## config.mk

```make
export PLATFORM = sky130hd
export DESIGN_NAME = fifo_uart_tx_flat
export DESIGN_NICKNAME = d
export VERILOG_FILES = /design/src/rtl/fifo_uart_tx_if.sv /design/src/rtl/fifo_uart_tx.sv /design/src/flat_wrapper.sv
export SDC_FILE = /design/constraint.sdc
export NUM_CORES = 1
export LEC_CHECK = 0
export CAP_MARGIN = 20
export CORE_ASPECT_RATIO = 1.25
export CORE_MARGIN = 5
export CORE_UTILIZATION = 49
export DETAILED_ROUTE_END_ITERATION = 6
export PLACE_DENSITY = 0.86
export SLEW_MARGIN = 20
export SYNTH_ARGS = -nofsm -noshare
export SYNTH_HDL_FRONTEND = slang
export SYNTH_SLANG_ARGS = --single-unit
```

## constraint.sdc

```tcl
create_clock -name clk -period 1.7 [get_ports clk]
set_input_delay 0.34 -clock clk [delete_from_list [all_inputs] [get_ports clk]]
set_output_delay 0.34 -clock clk [all_outputs]
set_load 0.02 [all_outputs]
```

## src/rtl/fifo_uart_tx_if.sv

```systemverilog
// Read-side link between the 8-bit synchronous FIFO and its UART drain stage.
// fifo_rd_en pops one byte; it is only raised while fifo_empty is low, and fifo_data holds that byte the following cycle.
interface fifo_uart_tx_if;
    logic       fifo_empty;
    logic [7:0] fifo_data;
    logic       fifo_rd_en;

    modport master (
        input  fifo_empty,
        input  fifo_data,
        output fifo_rd_en
    );

    modport slave (
        output fifo_empty,
        output fifo_data,
        input  fifo_rd_en
    );
endinterface

```

## src/rtl/fifo_uart_tx.sv

```systemverilog
// FIFO drain stage: pops bytes whenever available and serialises them as UART frames
// (start, 8 data LSB first, optional parity, one stop bit).
module fifo_uart_tx #(
    parameter int CLKS_PER_BIT = 868,
    parameter int PARITY       = 0
) (
    input  logic           clk,
    input  logic           rst,
    fifo_uart_tx_if.master fifo,
    output logic           tx,
    output logic           busy,
    output logic           tx_done,
    output logic [2:0]     dbg_state_o
);

    localparam int CW = $clog2(CLKS_PER_BIT);
    localparam logic [CW-1:0] BAUD_LAST = CW'(CLKS_PER_BIT - 1);

    typedef enum logic [2:0] {
        S_IDLE  = 3'd0,
        S_FETCH = 3'd1,
        S_START = 3'd2,
        S_DATA  = 3'd3,
        S_PAR   = 3'd4,
        S_STOP  = 3'd5
    } state_t;

    state_t        state_q, state_d;
    logic [CW-1:0] baud_q, baud_d;
    logic [2:0]    bit_q, bit_d;
    logic [7:0]    shreg_q, shreg_d;
    logic          par_q, par_d;
    logic          tx_q, tx_d;
    logic          pop;
    logic          done;
    logic          baud_last;

    assign baud_last = (baud_q == BAUD_LAST);

    always_ff @(posedge clk) begin
        if (!rst) begin
            state_q <= S_IDLE;
            baud_q  <= '0;
            bit_q   <= '0;
            shreg_q <= '0;
            par_q   <= 1'b0;
            tx_q    <= 1'b1;
        end else begin
            state_q <= state_d;
            baud_q  <= baud_d;
            bit_q   <= bit_d;
            shreg_q <= shreg_d;
            par_q   <= par_d;
            tx_q    <= tx_d;
        end
    end

    always_comb begin
        state_d = state_q;
        baud_d  = baud_q;
        bit_d   = bit_q;
        shreg_d = shreg_q;
        par_d   = par_q;
        tx_d    = tx_q;
        pop     = 1'b0;
        done    = 1'b0;
        case (state_q)
            S_IDLE: begin
                pop = !fifo.fifo_empty;
                if (pop) state_d = S_FETCH;
            end
            S_FETCH: begin
                // Parity is latched from the loaded byte, before any shifting.
                shreg_d = fifo.fifo_data;
                par_d   = (^fifo.fifo_data) ^ (PARITY == 2);
                tx_d    = 1'b0;
                baud_d  = '0;
                state_d = S_START;
            end
            S_START: begin
                if (baud_last) begin
                    baud_d  = '0;
                    tx_d    = shreg_q[0];
                    shreg_d = {1'b0, shreg_q[7:1]};
                    bit_d   = 3'd0;
                    state_d = S_DATA;
                end else begin
                    baud_d = baud_q + 1'b1;
                end
            end
            S_DATA: begin
                if (baud_last) begin
                    baud_d = '0;
                    if (bit_q == 3'd7) begin
                        if (PARITY != 0) begin
                            tx_d    = par_q;
                            state_d = S_PAR;
                        end else begin
                            tx_d    = 1'b1;
                            state_d = S_STOP;
                        end
                    end else begin
                        tx_d    = shreg_q[0];
                        shreg_d = {1'b0, shreg_q[7:1]};
                        bit_d   = bit_q + 3'd1;
                    end
                end else begin
                    baud_d = baud_q + 1'b1;
                end
            end
            S_PAR: begin
                if (baud_last) begin
                    baud_d  = '0;
                    tx_d    = 1'b1;
                    state_d = S_STOP;
                end else begin
                    baud_d = baud_q + 1'b1;
                end
            end
            S_STOP: begin
                // Final stop cycle doubles as the pop slot for the next byte.
                if (baud_last) begin
                    done    = 1'b1;
                    pop     = !fifo.fifo_empty;
                    baud_d  = '0;
                    state_d = pop ? S_FETCH : S_IDLE;
                end else begin
                    baud_d = baud_q + 1'b1;
                end
            end
            default: state_d = S_IDLE;
        endcase
    end

    assign fifo.fifo_rd_en = pop & rst;
    assign tx              = tx_q;
    assign tx_done         = done;
    assign busy            = (state_q != S_IDLE) | fifo.fifo_rd_en;
    assign dbg_state_o     = state_q;

endmodule

```

## src/flat_wrapper.sv

```systemverilog
// flat-port wrapper written by rule: the top's interface ports become plain ports
module fifo_uart_tx_flat 
#(
    parameter int CLKS_PER_BIT = 868,
    parameter int PARITY       = 0
)
  (clk, rst, tx, busy, tx_done, dbg_state_o, fifo_fifo_empty, fifo_fifo_data, fifo_fifo_rd_en);
  fifo_uart_tx_if fifo_i ();
  input  logic clk;
  input  logic rst;
  output logic tx;
  output logic busy;
  output logic tx_done;
  output logic [2:0] dbg_state_o;
  input wire logic [$bits(fifo_i.fifo_empty)-1:0] fifo_fifo_empty;
  input wire logic [$bits(fifo_i.fifo_data)-1:0] fifo_fifo_data;
  output wire logic [$bits(fifo_i.fifo_rd_en)-1:0] fifo_fifo_rd_en;
  assign fifo_i.fifo_empty = fifo_fifo_empty;
  assign fifo_i.fifo_data = fifo_fifo_data;
  assign fifo_fifo_rd_en = fifo_i.fifo_rd_en;
  fifo_uart_tx #(.CLKS_PER_BIT(CLKS_PER_BIT), .PARITY(PARITY)) u_core (.clk(clk), .rst(rst), .fifo(fifo_i), .tx(tx), .busy(busy), .tx_done(tx_done), .dbg_state_o(dbg_state_o));
endmodule
```

==> out/results.txt <==
Syn_nets -> 173
MaxCap Viol Count -> 0
Power per cell area -> 674 mW/mm^2
Reg2reg end -> u_core.bit_q[2]
Final Critical Period -> 1.96 ns
Drt pass-1 iters -> 4
Status -> finished with violations
Die width -> 57.7 um
Worst Min Path Start -> u_core.bit_q[1]
Failing checks -> negative setup slack
Slew @ Worst Pin -> 0.331 ns
CTS Buffer Depth -> 2
Initial antenna violation count -> 0
DR vias -> 1332
Worst Hold End -> u_core.bit_q[1]
Sequential fraction of the synthesis area -> 35.8%
Ant. Diodes -> 0
Input/output buffers -> 17
DP HPWL -> 2620 um
DP Area -> 0.00178 mm^2
Initial Util -> 51.6%
Aggregate routed wire length -> 3430 um
CTS Root Cell -> clkbuf_4
Finished Cell Area -> 0.00188 mm^2
Worst slack, placed -> -0.458 ns
Reg2reg start -> u_core.dbg_state_o[1]
Vias in the first global route -> 1380
Final ANT Viol Nets -> 0
DR WL/cell -> 14.8 um
Endpoint type of the worst setup path -> output pin
Crit start category -> register
Flops & latches, synth -> 25
First-pass GRT wire length -> 5750 um
GRT Residual Overflow -> 0
Crit path kind -> reg2out
Final setup violation count -> 3
Layout area overhead -> 34.3%
Mapped cell area -> 0.00140 mm^2
Cell Rows -> 21
Worst Path Required -> 1.36 ns
R2R depth -> 5
Setup WS post-layout -> -0.257 ns
CP max FO -> 2
Cell variety after synth -> 40
Final Cycle Share -> 115%
Final Hold Viols -> 0
Cts bufs inserted -> 3
F_max -> 0.511 GHz
Vias/cell -> 5.74
Final Skew -> 0.0154 ns
Syn avg cell area -> 8.78 um^2
Maximum number of pins on one net before global-route repair -> 20
Worst Hold Class -> reg2reg
Core footprint -> 0.00271 mm^2
Final slew viol count -> 0
Synth Warn # -> 0
R2R setup slack -> 0.07 ns
GRT Util Overall -> 17.3%
WHS -> 0.477 ns
Drt drc -> 0
Hold Path Stages -> 2
# clock sinks -> 25
Primary FF master, synth -> dfxtp_1
H-Tree Depth -> 1
Die Y -> 69.7 um
Post-synth EDFFs -> 0
Full die area -> 0.00402 mm^2
Fraction of registers with async set/reset -> 0%
Share of cells above drive strength 1 -> 29.8%
Nets -> 213
Detailed router's first-iteration violation count -> 60
TritonCTS clock tree -> yes
Critical path arrival -> 1.62 ns
Leak Pwr -> 0.857 nW
Worst vdd ir -> 0.597 mV
Io pins -> 18
Post-Syn Instances -> 159
Relative slew slack -> 77.9%
Clock transition at path regs -> 0.15 ns
Layout fillers -> 215
RSZ-0062 raised after global routing -> true
GP Congestion -> 0.831
Worst skew pair latency -> 0.32 ns
[worst max-delay path, stage by stage, from the launching register on]
cell	delay [ns]
dfxtp_2	0.34
and4bb_4	0.32
and3_4	0.20
nand3_4	0.08
a211oi_4	0.21
buf_6	0.15
[layout by cell type (no fill, tap or decap), types with 2 or more instances in the layout]
cell type	n
clkbuf_4	3
ha_1	2
buf_6	3
dfxtp_2	5
xor2_1	6
nor2b_1	2
nand4_1	3
nor2_1	9
inv_1	3
o21ai_0	5
nand2_1	14
buf_4	29
a21oi_1	5
and4_2	2
nand3_1	18
nor3b_1	2
dlygate4sd2_1	3
and3_4	2
o211a_1	7
or3_1	3
a41oi_1	2
nand2b_1	2
dfxtp_1	19
clkdlybuf4s50_1	10
mux2i_1	11
[flip-flops by register name, summed over array words and instances (netlist names)]
signal,flops
u_core.baud_q,10
u_core.dbg_state_o,3
u_core.shreg_q,8
u_core.bit_q,3
u_core.tx,1
[repair_timing]
| action | 4_1_cts | 5_1_grt |
|---|---|---|
| pin swaps | 4 | 2 |
| hold buffers | 0 | 0 |
| setup buffers | 1 | 0 |
| gates resized for setup | 24 | 12 |
| setup endpoints to repair | 6 | 21 |
[Yosys cell counts (2+ instances only)]
cell / number / area (um^2)
o211a_1: 7 / 70.1
nand2b_1: 3 / 18.8
nor2_1: 10 / 37.5
a21oi_1: 6 / 30.0
inv_1: 3 / 11.3
dfxtp_1: 25 / 500
o21ai_0: 5 / 25.0
nand3_1: 20 / 100
mux2i_1: 11 / 110
ha_1: 3 / 37.5
nand4_1: 3 / 18.8
nor3b_1: 2 / 15.0
buf_2: 4 / 20.0
nand2_1: 14 / 52.6
buf_6: 3 / 33.8
and3_1: 2 / 12.5
or3_1: 4 / 25.0
nor2b_1: 3 / 18.8
a41oi_1: 2 / 17.5
clkbuf_1: 3 / 11.3
xor2_1: 6 / 52.6
and4_2: 2 / 20.0
[per-stage QoR]
step                      setup TNS [ns]  cells  power, mW  util (%)
after detailed placement           -1.19    227      0.987      65.9
after global routing              -0.720    232       1.33      69.3
after CTS                         -0.563    232       1.26      67.6
final                             -0.532    232       1.26      69.3
after floorplan                        0    159      0.877         -
after global placement            -0.979    227      0.971      65.9
[cell type report]
cell class              count  area, um^2  area share (%)
multi-input cells         120         893            47.6
flip-flops and latches     25         510            27.2
repair buffers             46         390            20.8
well taps                  34        42.5            2.27
clock buffers               3        22.5            1.20
inverters                   3        11.3           0.600
clock inverters             1        5.00           0.267
[power by group]
part,total (mW),internal (mW),switching [mW]
combinational,0.339,0.170,0.170
sequential,0.654,0.627,0.0264
clock,0.272,0.0881,0.183
[per-layer routing]
metal | track usage (%) | routed length [um]
met4 | 7.22 | 68
met1 | 19.0 | 1340
met2 | 32.0 | 1890
met3 | 2.23 | 135
met5 | 0 | 0
[cells by family after synthesis]
| kind of cell | count (synthesis) | share of synthesized area (%) |
|---|---|---|
| simple gates | 71 | 28.1 |
| compound gates | 29 | 15.9 |
| flops | 25 | 35.8 |
| buf+inv | 14 | 5.82 |
| mux | 11 | 7.89 |
| xor+xnor | 6 | 3.76 |
| fa+ha+maj | 3 | 2.69 |
[how the worst max path moves through the flow]
stage,startpoint,to,slack [ns]
2_1_floorplan,u_core.baud_q[1],fifo_fifo_rd_en,0.0004
3_3_place_gp,fifo_fifo_empty,fifo_fifo_rd_en,-0.41
3_5_place_dp,fifo_fifo_empty,fifo_fifo_rd_en,-0.46
4_1_cts,u_core.baud_q[3],fifo_fifo_rd_en,-0.31
5_1_grt,u_core.baud_q[3],fifo_fifo_rd_en,-0.33
6_report,u_core.baud_q[3],fifo_fifo_rd_en,-0.26
Note: power is estimated with default switching activity, not from simulation.
